### src/rtl/led_sequencer_pkg.sv
// led_seq_pkg: shared encodings for the LED sequencer.
//   - mode encodings (COUNT / SHIFT / BOUNCE / BLINK)
//   - reset value of the speed register
//   - initial LED pattern for each mode, plus a lookup helper
package led_seq_pkg;

    localparam logic [1:0] MODE_COUNT  = 2'd0;
    localparam logic [1:0] MODE_SHIFT  = 2'd1;
    localparam logic [1:0] MODE_BOUNCE = 2'd2;
    localparam logic [1:0] MODE_BLINK  = 2'd3;

    localparam logic [1:0] SPEED_RESET = 2'd2;

    localparam logic [3:0] INIT_COUNT  = 4'b0000;
    localparam logic [3:0] INIT_SHIFT  = 4'b0001;
    localparam logic [3:0] INIT_BOUNCE = 4'b0001;
    localparam logic [3:0] INIT_BLINK  = 4'b0000;

    // Bounce direction bit: up means the lit LED moves towards led[3].
    localparam logic DIR_UP   = 1'b1;
    localparam logic DIR_DOWN = 1'b0;

    // Pattern loaded into the LED bank when a mode is entered.
    function automatic logic [3:0] init_pattern(input logic [1:0] m);
        logic [3:0] p;
        case (m)
            MODE_COUNT:  p = INIT_COUNT;
            MODE_SHIFT:  p = INIT_SHIFT;
            MODE_BOUNCE: p = INIT_BOUNCE;
            MODE_BLINK:  p = INIT_BLINK;
            default:     p = INIT_COUNT;
        endcase
        return p;
    endfunction

endpackage

### src/rtl/led_sequencer_btn_debounce.sv
// btn_debounce: 2-flop synchroniser, level debouncer and rising-edge pulse
// for one raw push button.
//   clk    : clock, rising edge
//   rst_n  : synchronous active-low reset
//   btn    : raw asynchronous button level, active high
//   press  : one-cycle pulse when the accepted level rises
// A clean raw rise yields the pulse 2 + DEBOUNCE_CYCLES + 1 cycles later.
module btn_debounce #(
    parameter int DEBOUNCE_CYCLES = 1_000_000
) (
    input  logic clk,
    input  logic rst_n,
    input  logic btn,
    output logic press
);

    localparam int CW = $clog2(DEBOUNCE_CYCLES + 1);
    localparam logic [CW-1:0] CNT_MAX = CW'(DEBOUNCE_CYCLES);

    logic          sync1_r;
    logic          sync2_r;
    logic          level_r;
    logic          press_r;
    logic [CW-1:0] cnt_r;

    // Synchronise, count stable cycles of a differing level, accept and pulse.
    always_ff @(posedge clk) begin
        if (!rst_n) begin
            sync1_r <= 1'b0;
            sync2_r <= 1'b0;
            level_r <= 1'b0;
            press_r <= 1'b0;
            cnt_r   <= {CW{1'b0}};
        end else begin
            sync1_r <= btn;
            sync2_r <= sync1_r;
            press_r <= 1'b0;
            if (sync2_r != level_r) begin
                if (cnt_r == CNT_MAX) begin
                    level_r <= sync2_r;
                    cnt_r   <= {CW{1'b0}};
                    // Only an accepted rise is a press; releases are silent.
                    press_r <= sync2_r;
                end else begin
                    cnt_r <= cnt_r + CW'(1);
                end
            end else begin
                cnt_r <= {CW{1'b0}};
            end
        end
    end

    assign press = press_r;

endmodule

### src/rtl/led_sequencer.sv
// led_sequencer: owner of the 4-LED bank. Runs a tick-rate counter and steps
// the LEDs through one of four patterns, controlled by three debounced buttons.
//   CLK100MHZ : board clock, rising edge
//   rst_n     : synchronous active-low reset
//   btn_mode  : raw button, press advances the mode
//   btn_speed : raw button, press advances the speed (period = TICK_BASE << speed)
//   btn_pause : raw button, press toggles pause
//   led       : current pattern (registered)
//   mode      : current mode (registered)
//   tick      : one-cycle pulse coincident with each pattern advance (registered)
module led_sequencer
    import led_seq_pkg::*;
#(
    parameter int DEBOUNCE_CYCLES = 1_000_000,
    parameter int TICK_BASE       = 12_500_000
) (
    input  logic       CLK100MHZ,
    input  logic       rst_n,
    input  logic       btn_mode,
    input  logic       btn_speed,
    input  logic       btn_pause,
    output logic [3:0] led,
    output logic [1:0] mode,
    output logic       tick
);

    logic        mode_press_s;
    logic        speed_press_s;
    logic        pause_press_s;

    logic [3:0]  led_r;
    logic [1:0]  mode_r;
    logic        tick_r;
    logic [1:0]  speed_r;
    logic        paused_r;
    logic        dir_r;
    logic [26:0] cnt_r;

    logic [26:0] last_s;
    logic        terminal_s;
    logic        active_s;
    logic [1:0]  mode_inc_s;
    logic [3:0]  led_next_s;
    logic        dir_next_s;

    btn_debounce #(.DEBOUNCE_CYCLES(DEBOUNCE_CYCLES)) u_db_mode (
        .clk(CLK100MHZ), .rst_n(rst_n), .btn(btn_mode), .press(mode_press_s)
    );
    btn_debounce #(.DEBOUNCE_CYCLES(DEBOUNCE_CYCLES)) u_db_speed (
        .clk(CLK100MHZ), .rst_n(rst_n), .btn(btn_speed), .press(speed_press_s)
    );
    btn_debounce #(.DEBOUNCE_CYCLES(DEBOUNCE_CYCLES)) u_db_pause (
        .clk(CLK100MHZ), .rst_n(rst_n), .btn(btn_pause), .press(pause_press_s)
    );

    // Terminal count, run enable and next mode.
    always_comb begin
        last_s     = (27'(TICK_BASE) << speed_r) - 27'd1;
        terminal_s = (cnt_r == last_s);
        // A pause press cycle never counts, so entering pause at the terminal
        // count holds period-1 and resuming waits one cycle before running.
        active_s   = !paused_r && !pause_press_s;
        mode_inc_s = mode_r + 2'd1;
    end

    // Next pattern and bounce direction for the current mode.
    always_comb begin
        led_next_s = led_r;
        dir_next_s = dir_r;
        case (mode_r)
            MODE_COUNT:  led_next_s = led_r + 4'd1;
            MODE_SHIFT:  led_next_s = {led_r[2:0], led_r[3]};
            MODE_BOUNCE: begin
                if (dir_r == DIR_UP) begin
                    led_next_s = {led_r[2:0], 1'b0};
                    // Turn as soon as an end is reached so it shows only once.
                    if (led_r == 4'b0100) begin
                        dir_next_s = DIR_DOWN;
                    end else begin
                        dir_next_s = DIR_UP;
                    end
                end else begin
                    led_next_s = {1'b0, led_r[3:1]};
                    if (led_r == 4'b0010) begin
                        dir_next_s = DIR_UP;
                    end else begin
                        dir_next_s = DIR_DOWN;
                    end
                end
            end
            MODE_BLINK:  led_next_s = ~led_r;
            default:     led_next_s = led_r;
        endcase
    end

    // Tick counter, pattern register and mode/speed/pause control.
    always_ff @(posedge CLK100MHZ) begin
        if (!rst_n) begin
            led_r    <= 4'b0000;
            mode_r   <= MODE_COUNT;
            tick_r   <= 1'b0;
            speed_r  <= SPEED_RESET;
            paused_r <= 1'b0;
            dir_r    <= DIR_UP;
            cnt_r    <= 27'd0;
        end else begin
            tick_r <= 1'b0;
            if (pause_press_s) begin
                paused_r <= ~paused_r;
            end
            // Mode/speed presses win over a coincident terminal count.
            if (mode_press_s || speed_press_s) begin
                cnt_r <= 27'd0;
                if (mode_press_s) begin
                    mode_r <= mode_inc_s;
                    led_r  <= init_pattern(mode_inc_s);
                    dir_r  <= DIR_UP;
                end
                if (speed_press_s) begin
                    speed_r <= speed_r + 2'd1;
                end
            end else if (active_s) begin
                if (terminal_s) begin
                    cnt_r  <= 27'd0;
                    led_r  <= led_next_s;
                    dir_r  <= dir_next_s;
                    tick_r <= 1'b1;
                end else begin
                    cnt_r <= cnt_r + 27'd1;
                end
            end
        end
    end

    assign led  = led_r;
    assign mode = mode_r;
    assign tick = tick_r;

endmodule

### config.mk
export PLATFORM = sky130hd
export DESIGN_NAME = led_sequencer
export DESIGN_NICKNAME = d
export VERILOG_FILES = /design/src/rtl/led_sequencer_pkg.sv /design/src/rtl/led_sequencer_btn_debounce.sv /design/src/rtl/led_sequencer.sv
export SDC_FILE = /design/constraint.sdc
export NUM_CORES = 1
export LEC_CHECK = 0
export BUFFER_PORTS_ARGS = -buffer_cell sky130_fd_sc_hd__buf_2
export CORE_MARGIN = 2
export CORE_UTILIZATION = 50
export DETAILED_ROUTE_END_ITERATION = 10
export PLACE_DENSITY_LB_ADDON = 0.08
export SYNTH_ARGS = -nofsm -noshare
export SYNTH_HDL_FRONTEND = slang
export SYNTH_HIERARCHICAL = 1
export SYNTH_SLANG_ARGS = --single-unit
### constraint.sdc
create_clock -name CLK100MHZ -period 3.1 [get_ports CLK100MHZ]
set_input_delay 0.93 -clock CLK100MHZ [delete_from_list [all_inputs] [get_ports CLK100MHZ]]
set_output_delay 0.93 -clock CLK100MHZ [all_outputs]
set_load 0.02 [all_outputs]
### Word-level counts from Yosys, hierarchy flattened

Index checks and enable logic that the tools add are counted.
W data, S select, Z words.

| storage, ports and cells | value |
|---|---|
| register bits | 110 |
| input bits | 5 |
| output and inout port bits | 7 |
| word-level logic and storage cells | 97 |

| operators by class | value |
|---|---|
| $add $sub $neg | 8 |
| equality and inequality tests | 16 |
| shift operators | 1 |
| mux-type cells | 17 |
| bitwise gates (word level) | 7 |
| reductions and logical operators | 26 |

Operator list:

| kind | number |
|---|---|
| $add A20 B1 Y20 const B | 3 |
| $eq A20 B20 Y1 const B | 3 |
| $add A27 B1 Y27 const B | 1 |
| $eq A27 B27 Y1 | 1 |
| $mux W27 | 1 |
| $shl A24 B2 Y27 const A | 1 |
| $sub A27 B1 Y27 const B | 1 |
| $mux W4 | 5 |
| $pmux W4 S4 | 1 |
| $reduce_and A3 Y1 | 4 |
| $reduce_or A3 Y1 | 4 |
| $reduce_and A2 Y1 | 5 |
| $mux W1 | 9 |
| $eq A2 B2 Y1 const B | 4 |
| $pmux W4 S2 | 1 |
| $not A1 Y1 | 6 |
| $reduce_bool A2 Y1 | 3 |
| $reduce_or A2 Y1 | 3 |
| $add A2 B1 Y2 const B | 2 |
| $add A4 B1 Y4 const B | 1 |
| $eq A2 B1 Y1 const B | 2 |
| $eq A4 B2 Y1 const B | 1 |
| $eq A4 B3 Y1 const B | 1 |
| $logic_not A2 Y1 | 2 |
| other kinds (7) | 10 |

### Logic depth before layout (Yosys ltp)

Gate-level depths: netlist (run 1).

| logic depth | value |
|---|---|
| depth after elaboration | 7 |
| gate-level depth with buffers | 10 |
| gate-level depth less buffers | 9 |

### Hierarchy

Netlist (run 1), hierarchy kept.

Modules (own cells, without submodules):

| module | instances | cells an instance | area each (um^2) |
|---|---|---|---|
| btn_debounce | 3 | 129 | 1111.1 |
| led_sequencer | 1 | 263 | 2265.9 |

### Least setup slack after synthesis (run 1)

OpenSTA, ideal clock, no wires.

| timing path | value |
|---|---|
| path type | register to register |
| start | register speed_r[0] |
| end | register, netlist name cnt_r[8] |
| library setup time | 0.116 ns |
| arrival | 2.460 ns |
| data required time | 2.984 ns |
| path slack | 0.524 ns |
| stages on the path, launching flop included | 11 |
| path buffers | 1 |
| period minus slack after synthesis | 2.576 ns |
| cells stage by stage | dfxtp_1 inv_1 ha_1 inv_1 ha_1 and2b_2 or4bb_1 a311o_2 o21ai_4 buf_6 nor2_1 |

RTL lines:

| element | line | source |
|---|---|---|
| start: declaration | led_sequencer.sv:34 | `logic [1:0] speed_r;` |
| start signal: assignment | led_sequencer.sv:120 | `speed_r <= speed_r + 2'd1;` |

==> results of run 1 <==
[area by class of cell]
cell class	count	area [µm²]	share of cell area [%]
Sequential cell	110	2202	36.76
Clock inverter	7	88.84	1.483
Tap cell	140	175.2	2.924
Clock buffer	9	123.9	2.068
Multi-Input combinational cell	485	3164	52.82
Timing Repair Buffer	16	105.1	1.754
Inverter	35	131.4	2.193
[routing by layer]
metal / GRT usage [%] / share of wire, %
met1: 24.10 / 47
met2: 33.35 / 48
met3: 4.979 / 3.0
met4: 5.515 / 1.3
met5: 0 / 0
[critical path, cell delays in order (launching register included)]
cell and delay [ns]:
dfxtp_1 0.53, inv_1 0.14, ha_1 0.26, inv_1 0.06, ha_1 0.13, and2b_2 0.15, or4bb_1 0.51, a311o_2 0.46
o21ai_4 0.24, buf_12 0.19, nor2_1 0.06
[power breakdown]
| group | internal [mW] | switching [mW] | total (mW) |
|---|---|---|---|
| Sequential | 1.42 | 0.00631 | 1.43 |
| Clock | 0.395 | 0.537 | 0.932 |
| Combinational | 0.0156 | 0.0253 | 0.0409 |
[metrics by stage]
| step | setup WS (ns) | utilization [%] | std cells |
|---|---|---|---|
| final | 0.2494 | 55.02 | 802 |
| after global routing | 0.08573 | 55.02 | 802 |
| after CTS | 0.2464 | 55.02 | 802 |
| after detailed placement | 0.2770 | 53.07 | 786 |
| after global placement | 0.3659 | 53.07 | 786 |
| after floorplan | 0.5238 | - | 650 |
[state kept, by name (all words and copies together), names as in the netlist, 2 cells and up]
name and count:
speed_r 2, mode 2, u_db_mode/cnt_r 20, u_db_pause/cnt_r 20, cnt_r 27, led 4, u_db_speed/cnt_r 20
[worst paths after layout]
path	from	end	slack, ns	depth (start not counted)
worst max-delay path	speed_r[0]	cnt_r[17]	0.25	10
worst min-delay path	u_db_mode/sync1_r	u_db_mode/sync2_r	0.44	1
worst min register to register	u_db_mode/sync1_r	u_db_mode/sync2_r	0.44	1
worst max register to register	speed_r[0]	cnt_r[17]	0.25	10
[placed cells by master (no fill, tap or decap), types with 13 or more instances in the layout]
cell type	synthesis	layout
xor2_1	23	23
and2_1	13	13
nand2_1	35	35
dfxtp_1	110	110
nor4_1	23	23
nor2_1	94	94
nand4_1	29	29
ha_1	22	22
xnor2_1	57	57
nor3_1	20	20
nand3_1	31	31
a21oi_1	20	20
inv_1	35	35
[logic make-up after synthesis]
group	synth area share, %
adder cells (fa/ha/maj)	4.916
multiplexers	0.5363
AND/OR/NAND/NOR	30.26
buffers and inverters	4.156
flip-flops	39.33
AO/OA/AOI/OAI	8.291
XOR/XNOR	12.51
==> impl_metrics.env, run 1 <==
export IMPL_portBuffers=11
export IMPL_grt_pass1_vias=4109
export IMPL_fin_crit_ns=2.851
export IMPL_antennaDiodeCount=0
export IMPL_timing_fmax_ghz=0.3508
export IMPL_hold_viol=0
export IMPL_drtAntennaViolNets=0
export IMPL_crit_required_ns=3.39
export IMPL_postSynth_asyncResetShare_pct=0
export IMPL_fillers=987
export IMPL_setup_tns_ns=0
export IMPL_min_period_over_period_pct=91.95
export IMPL_relSlewSlack_pct=51.00
export IMPL_maxSlewViolCount=0
export IMPL_die_w_um=109.8
export IMPL_synth_top_area_cell="dfxtp_1"
export IMPL_path_max_fanout=22
export IMPL_cts_sinks=110
export IMPL_synth_avg_cell_area_um2=8.614
export IMPL_grtUsageTotal_pct=19.47
export IMPL_cts_root_buf="clkbuf_8"
export IMPL_via_count=4505
export IMPL_whs_ns=0.4414
export IMPL_gp_congestion=0.7827
export IMPL_max_cap_viol_count=0
export IMPL_synth_area_leaders="dfxtp_1 39%, xnor2_1 8.9%, nor2_1 6.3%"
export IMPL_synthTopCellsByCount="110 x dfxtp_1, 94 x nor2_1, 57 x xnor2_1"
export IMPL_grt_pass1_wl_mm=18.69
export IMPL_startpoint_type="flip-flop"
export IMPL_post_cts_buffers=0
export IMPL_synth_flop_cell="dfxtp_1"
export IMPL_leakagePower_nw=1.835
export IMPL_antenna_found_initial=0
export IMPL_initial_core_util_pct=51.42
export IMPL_cts_htree_levels=3
export IMPL_finalSetupViolations=0
export IMPL_drive_gt1_share_pct=6.949
export IMPL_cp_arrival_ns=3.14
export IMPL_ir_worst_vdd_mv=0.3905
export IMPL_syn_area_um2=5599
export IMPL_clock_skew_ns=0.01830
export IMPL_hold_buffers=0
export IMPL_clockBufferDepth=2
export IMPL_synth_nets=677
export IMPL_fin_total_pwr_mw=2.400
export IMPL_synth_top_area_share_pct=39.33
export IMPL_core_area_um2=10890
export IMPL_clk_latency_ns=0.40
export IMPL_ys_warnings_count=6
export IMPL_drc_errors=0
export IMPL_worst_pin_slew_ns=0.7300
export IMPL_fin_nets=684
export IMPL_dpl_hpwl_mm=7.786
export IMPL_syn_inst=650
export IMPL_cts_repair_resize_count=0
export IMPL_rsz0062_at_grt="no"
export IMPL_cts_tree="done"
export IMPL_num_io_pins=12
export IMPL_cts_buffers=9
export IMPL_placed_cell_area_um2=5778
export IMPL_grt_ovfl_total=0
export IMPL_syn_to_final_growth_pct=6.994
export IMPL_die_area_um2=12060
export IMPL_hold_class="reg -> reg"
export IMPL_drtIter0Drc=220
export IMPL_yosysMostFrequentCell="dfxtp_1"
export IMPL_first_pass_iters=4
export IMPL_viasPerCell=5.617
export IMPL_outcome="completed"
export IMPL_critPathCaptureType="flip-flop"
export IMPL_synth_edf_count=0
export IMPL_routed_wl_mm=11.02
export IMPL_synthDistinctLibCells=56
export IMPL_finalInstanceArea_um2=5991
export IMPL_powerDensity_nw_per_um2=400.6
export IMPL_critPathKind="reg -> reg"
export IMPL_dieHeight_um=109.8
export IMPL_yosysSeqAreaShare_pct=39.33
export IMPL_rows=38
export IMPL_clk_pin_slew_ns=0.12
export IMPL_avgRoutedWirePerCell_um=13.74
export IMPL_grt_max_degree=24
export IMPL_postSynthRegisterBits=110
(Power assumes the default switching activity.)
==> run 2, diff against run 1 <==
--- a/config.mk
+++ b/config.mk
@@ -5,6 +5,7 @@
 export SDC_FILE = /design/constraint.sdc
 export NUM_CORES = 1
 export LEC_CHECK = 0
+export ABC_AREA = 1
 export BUFFER_PORTS_ARGS = -buffer_cell sky130_fd_sc_hd__buf_2
 export CORE_MARGIN = 2
 export CORE_UTILIZATION = 50
@@ -14,3 +15,4 @@
 export SYNTH_HDL_FRONTEND = slang
 export SYNTH_HIERARCHICAL = 1
 export SYNTH_SLANG_ARGS = --single-unit
+export TNS_END_PERCENT = 30
==> constraint.sdc (replaced) <==
create_clock -name CLK100MHZ -period 3.1 [get_ports CLK100MHZ]
set_input_delay 0.93 -clock CLK100MHZ [delete_from_list [all_inputs] [get_ports CLK100MHZ]]
set_output_delay 0.93 -clock CLK100MHZ [all_outputs]
set_load 0.01 [all_outputs]
==> run 2 against run 1 <==
Against the previous run: first-iteration DRC count is 68% higher; critical path type unchanged; final cell count is 41% higher; largest power group unchanged; sequential share of layout area is 4.3 points lower; synthesized area is 13% higher; synthesized cell count is 44% higher; register-to-register slack better by 0.51 ns; die area is 12% higher; fmax is 22% higher; global-route usage is 1.1 points higher; setup slack better by 0.51 ns; wire length is 17% higher.
==> impl_metrics.env, run 2 <==
export IMPL_finalSetupViolations=0
export IMPL_hold_class="reg -> reg"
export IMPL_yosysMostFrequentCell="nand2_1"
export IMPL_syn_to_final_growth_pct=7.570
export IMPL_critPathKind="reg -> reg"
export IMPL_drive_gt1_share_pct=8.133
export IMPL_synthTopCellsByCount="234 x nand2_1, 195 x nor2_1, 110 x dfxtp_1"
export IMPL_clockBufferDepth=2
export IMPL_hold_viol=0
export IMPL_final_cells=1131
export IMPL_layout_common_cells="234 x nand2_1, 195 x nor2_1, 110 x dfxtp_1, 109 x inv_1, 46 x nand3_1"
export IMPL_clk_pin_slew_ns=0.08
export IMPL_synth_nets=966
export IMPL_antenna_found_initial=0
export IMPL_grt_ovfl_total=0
export IMPL_first_pass_iters=5
export IMPL_seq_area_um2=2202
export IMPL_fillers=1263
export IMPL_path_common_cell="nand2_1"
export IMPL_synth_top_area_cell="dfxtp_1"
export IMPL_largest_register_ff_count=27
export IMPL_slowest_stage="dfxtp_1"
export IMPL_cts_sinks=110
export IMPL_worstPathCellList="inv_2 > ha_1 > inv_1 > ha_1 > nand2_1 > nand2_1 > inv_1 > nand2_1 > nor2_1 > nand2_1 > nor2_2 > nand2_1 > nand2_4 > nor3_1"
export IMPL_dieHeight_um=116.4
export IMPL_dp_cells=1115
export IMPL_synth_avg_cell_area_um2=6.724
export IMPL_rsz0062_at_grt="no"
export IMPL_synth_area_leaders="dfxtp_1 35%, nand2_1 14%, nor2_1 12%"
export IMPL_yosysSeqAreaShare_pct=34.88
export IMPL_relSlewSlack_pct=73.83
export IMPL_syn_inst=939
export IMPL_multi_input_area_um2=3595
export IMPL_grt_pass1_vias=4929
export IMPL_drtAntennaViolNets=0
export IMPL_via_count=5468
export IMPL_grt_max_degree=26
export IMPL_cp_arrival_ns=2.57
export IMPL_synth_top_area_share_pct=34.88
export IMPL_synth_flop_cell="dfxtp_1"
export IMPL_outcome="completed"
export IMPL_postSynthRegisterBits=110
export IMPL_worst_pin_slew_ns=0.3925
export IMPL_ys_warnings_count=6
export IMPL_drtIter0Drc=369
export IMPL_antennaDiodeCount=0
export IMPL_fin_crit_ns=2.344
export IMPL_grtUsageTotal_pct=20.57
export IMPL_path_max_fanout=25
export IMPL_hold_buffers=0
export IMPL_ir_worst_vdd_mv=0.3369
export IMPL_grt_pass1_wl_mm=22.42
export IMPL_synthDistinctLibCells=40
export IMPL_clock_skew_ns=0.01030
export IMPL_maxSlewViolCount=0
export IMPL_cts_buffers=9
export IMPL_regMostFlops="cnt_r"
export IMPL_setup_tns_ns=0
export IMPL_cts_tree="done"
export IMPL_drc_errors=0
export IMPL_max_cap_viol_count=0
export IMPL_routed_wl_mm=12.89
export IMPL_startpoint_type="flip-flop"
export IMPL_timing_fmax_ghz=0.4266
export IMPL_portBuffers=11
export IMPL_synth_edf_count=0
export IMPL_cts_htree_levels=3
export IMPL_postSynth_asyncResetShare_pct=0
export IMPL_post_cts_buffers=0
export IMPL_die_area_um2=13540
export IMPL_viasPerCell=4.835
export IMPL_cp_slowest_stage_delay_ns=0.47
export IMPL_rows=41
export IMPL_die_w_um=116.4
export IMPL_dpl_hpwl_mm=9.755
export IMPL_clk_latency_ns=0.35
export IMPL_fin_nets=981
export IMPL_cts_repair_resize_count=0
export IMPL_leakagePower_nw=2.588
export IMPL_core_area_um2=12470
export IMPL_avgRoutedWirePerCell_um=11.40
export IMPL_layout_commonest_cell="nand2_1"
export IMPL_syn_area_um2=6314
export IMPL_powerDensity_nw_per_um2=379.0
export IMPL_gp_congestion=0.9065
export IMPL_critPathCaptureType="flip-flop"
export IMPL_num_io_pins=12
export IMPL_min_period_over_period_pct=75.62
export IMPL_crit_required_ns=3.33
export IMPL_initial_core_util_pct=50.65
export IMPL_cts_root_buf="clkbuf_16"
[run 2: cell types whose count changed after synthesis, sizes merged, moves of 13 or more]
cell    delta
and2      -13
nand3     +22
a21oi     +16
xnor2     -46
nor2     +119
nand2    +209
inv       +82
nor4      -21
clkbuf    -13
[run 2: layout make-up]
type | count | area share [%]
Multi-Input combinational cell | 705 | 52.93
Sequential cell | 110 | 32.42
Inverter | 117 | 6.503
Clock buffer | 10 | 3.519
Tap cell | 172 | 3.169
Timing Repair Buffer | 11 | 0.8106
Clock inverter | 6 | 0.6448
[run 2: cell families (layout without fill, tap and decap cells)]
group,count (synthesis),count (layout),synth area share (%)
simple gates,579,579,41.48
buf+inv,124,144,8.185
flops,110,110,34.88
compound gates,67,67,5.965
xor+xnor,37,37,5.133
fa+ha+maj,22,22,4.360
[run 2: where the power goes]
part	internal [mW]	switching, mW	leakage, nW
Combinational	0.0121	0.0282	1.56
Sequential	1.42	0.00624	0.888
Clock	0.573	0.534	0.145
[run 2: worst paths after layout]
check                                        from                end  slack [ns]  cells after the start
worst max-delay path                   speed_r[0]          cnt_r[21]        0.76                     14
worst min-delay path            u_db_mode/sync1_r  u_db_mode/sync2_r        0.42                      2
worst max register to register         speed_r[0]          cnt_r[21]        0.76                     14
worst min register to register  u_db_mode/sync1_r  u_db_mode/sync2_r        0.42                      2
[run 2: per-layer routing]
metal / up-vias / global-route usage (%) / share of wire [%]
met5: - / 0 / 0
met4: 0 / 8.413 / 2.4
met3: 21 / 4.048 / 2.8
met2: 72 / 33.33 / 45
met1: 2404 / 26.95 / 50
li1: 2971 / - / -
[run 2: worst max-delay path, delay by kind of cell (launching register included)]
kind	cells	cell delay, ns
and+or+nand+nor	9	0.92
adders and majority gates	2	0.51
DFF	1	0.47
buffers and inverters	3	0.30
[run 2: per-stage QoR]
stage | setup slack [ns] | util, % | power (mW) | cell area, µm² | hold WS, ns
finish | 0.7559 | 54.48 | 2.574 | 6792 | 0.4157
global route | 0.5179 | 54.48 | 2.665 | 6792 | 0.4287
CTS | 0.7654 | 54.48 | 2.617 | 6792 | 0.4168
detailed placement | 0.7778 | 52.21 | 1.501 | 6509 | 0.3992
global placement | 0.8378 | 52.21 | 1.500 | 6509 | 0.3929
floorplan | 1.069 | - | 1.493 | 6314 | 0.3900
==> run 3, diff against run 2 <==
==> constraint.sdc (replaced) <==
create_clock -name CLK100MHZ -period 2 [get_ports CLK100MHZ]
set_input_delay 0.6 -clock CLK100MHZ [delete_from_list [all_inputs] [get_ports CLK100MHZ]]
set_output_delay 0.6 -clock CLK100MHZ [all_outputs]
set_load 0.01 [all_outputs]
==> run 3 against run 2 <==
Against the previous run: setup slack worse by 0.71 ns; non-clock buffer count grew 15; sequential power increased by 55%; first-iteration DRC count is 13% lower; worst hold slack gained 0.0040 ns; clock power increased by 79%; cell area is 4.5% higher; die area unchanged; flip-flop and latch count stayed put; final cell count is 1.3% higher; count of clock-buffer cells in the layout unchanged.
==> impl_metrics.env, run 3 (same netlist as run 2, synthesis figures left out) <==
export IMPL_die_area_um2=13540
export IMPL_grt_pass1_vias=5072
export IMPL_grtUsageTotal_pct=20.92
export IMPL_hold_class="reg -> reg"
export IMPL_startpoint_type="flip-flop"
export IMPL_via_count=5556
export IMPL_crit_required_ns=2.24
export IMPL_cts_repair_resize_count=0
export IMPL_top_layer="met4"
export IMPL_setup_tns_ns=0
export IMPL_ir_worst_vdd_mv=0.6254
export IMPL_outcome="completed"
export IMPL_critPathCaptureType="flip-flop"
export IMPL_min_period_over_period_pct=97.76
export IMPL_syn_to_final_growth_pct=12.37
export IMPL_initial_core_util_pct=50.65
export IMPL_final_core_util_pct=56.91
export IMPL_gp_congestion=0.9128
export IMPL_core_area_um2=12470
export IMPL_dpl_hpwl_mm=10.01
export IMPL_viasPerCell=4.848
export IMPL_layout_common_cells="232 x nand2_1, 194 x nor2_1, 108 x dfxtp_1, 107 x inv_1, 46 x nand3_1"
export IMPL_clock_skew_ns=0.007739
export IMPL_relSlewSlack_pct=74.26
export IMPL_avgRoutedWirePerCell_um=11.77
export IMPL_finalSetupViolations=0
export IMPL_drtIter0Drc=320
export IMPL_m1WireLength_mm=6.655
export IMPL_rsz0062_at_grt="yes"
export IMPL_clk_latency_ns=0.35
export IMPL_rows=41
export IMPL_hold_viol=0
export IMPL_fin_nets=996
export IMPL_worst_pin_slew_ns=0.3857
export IMPL_timing_fmax_ghz=0.5114
export IMPL_portBuffers=11
export IMPL_cp_arrival_ns=2.20
export IMPL_critPathKind="reg -> reg"
export IMPL_post_cts_buffers=0
export IMPL_cts_root_buf="clkbuf_16"
export IMPL_worstPathCellList="inv_4 > ha_4 > inv_4 > ha_4 > nor2_2 > nor2_1 > nand2_1 > nor2_1 > nand2_1 > nor2_4 > nand2_2 > nand2_4 > buf_6 > a211oi_1"
export IMPL_num_io_pins=12
export IMPL_maxSlewViolCount=0
export IMPL_r2r_start="speed_r[0]"
export IMPL_antenna_found_initial=0
export IMPL_clockBufferDepth=2
export IMPL_cts_buffers=9
export IMPL_powerDensity_nw_per_um2=603.9
export IMPL_path_max_fanout=7
export IMPL_slowest_stage="dfxtp_4"
export IMPL_cts_htree_levels=3
export IMPL_antennaDiodeCount=0
export IMPL_drc_errors=0
export IMPL_first_pass_iters=5
export IMPL_grt_max_degree=22
export IMPL_max_cap_viol_count=0
export IMPL_regMostFlops="cnt_r"
export IMPL_die_w_um=116.4
export IMPL_clk_pin_slew_ns=0.07
export IMPL_leakagePower_nw=2.687
export IMPL_grt_pass1_wl_mm=22.86
export IMPL_layout_commonest_cell="nand2_1"
export IMPL_drive_gt1_share_pct=10.88
export IMPL_hp_start="u_db_pause/sync1_r"
export IMPL_wl_met3_um=423
export IMPL_largest_register_ff_count=27
export IMPL_whs_ns=0.4197
export IMPL_dieHeight_um=116.4
export IMPL_cp_slowest_stage_delay_ns=0.37
export IMPL_crit_start="speed_r[0]"
export IMPL_cts_tree="done"
export IMPL_wl_met2_mm=6.256
export IMPL_grt_ovfl_total=0
export IMPL_cts_sinks=110
export IMPL_fin_crit_ns=1.955
export IMPL_drtAntennaViolNets=0
export IMPL_hold_buffers=0
export IMPL_routed_wl_mm=13.48
## run 3: changes by cell type in the layout (fill, tap and decap cells not counted), moves of 2 or more
cell        previous run  this run
buf_4                  0        10
bufinv_16              0         2
inv_1                109       107
buf_12                 0         2
dfxtp_1              110       108
ha_1                  22        17
inv_4                  1         4
ha_4                   0         4
nand2_1              234       232
nand2_2                6         8
clkinv_2               3         0
buf_6                  0         2
clkinvlp_4             0         3
## run 3: report_power, final
| part | total, mW | switching [mW] | internal (mW) |
|---|---|---|---|
| Clock | 1.99 | 0.850 | 1.14 |
| Combinational | 0.0842 | 0.0494 | 0.0348 |
| Sequential | 2.21 | 0.00976 | 2.20 |
| Total | 4.28 | 0.909 | 3.38 |
## run 3: final cells by class
type / instances / area, µm²
fillers: 1232 / 5371
multi-input cells: 705 / 3672
flip-flops and latches: 110 / 2207
inverters: 117 / 449.2
clock buffers: 10 / 239.0
repair buffers: 26 / 217.7
well taps: 172 / 215.2
clock inverters: 6 / 93.84
## run 3: worst paths after layout
kind / to / slack (ns) / depth (start not counted)
max: cnt_r[12] / 0.04 / 14
min: u_db_pause/sync2_r / 0.42 / 2
max reg2reg: cnt_r[12] / 0.04 / 14
min reg2reg: u_db_pause/sync2_r / 0.42 / 2
## run 3: worst max-delay path: cells and delay by family (launching register included)
family | cells | cell delay (ns)
AND/OR/NAND/NOR | 8 | 0.76
adder cells (fa/ha/maj) | 2 | 0.40
flip-flops | 1 | 0.37
buffers and inverters | 3 | 0.25
AO/OA/AOI/OAI | 1 | 0.04
## run 3: stage by stage
stage	setup WS, ns	total power, mW	cell area (µm²)	cells
after global placement	0.05566	2.339	6640	1129
after floorplan	0.01287	2.314	6315	939
after global routing	-0.06457	4.431	7094	1146
final	0.04471	4.284	7094	1146
after detailed placement	0.04409	2.340	6640	1129
after CTS	0.03538	4.343	6973	1145
## run 3: per-layer routing
layer	vias up	global-route usage, %
met5	-	0
met1	2462	27.38
li1	3007	-
met3	12	4.411
met2	75	35.43
met4	0	5.079
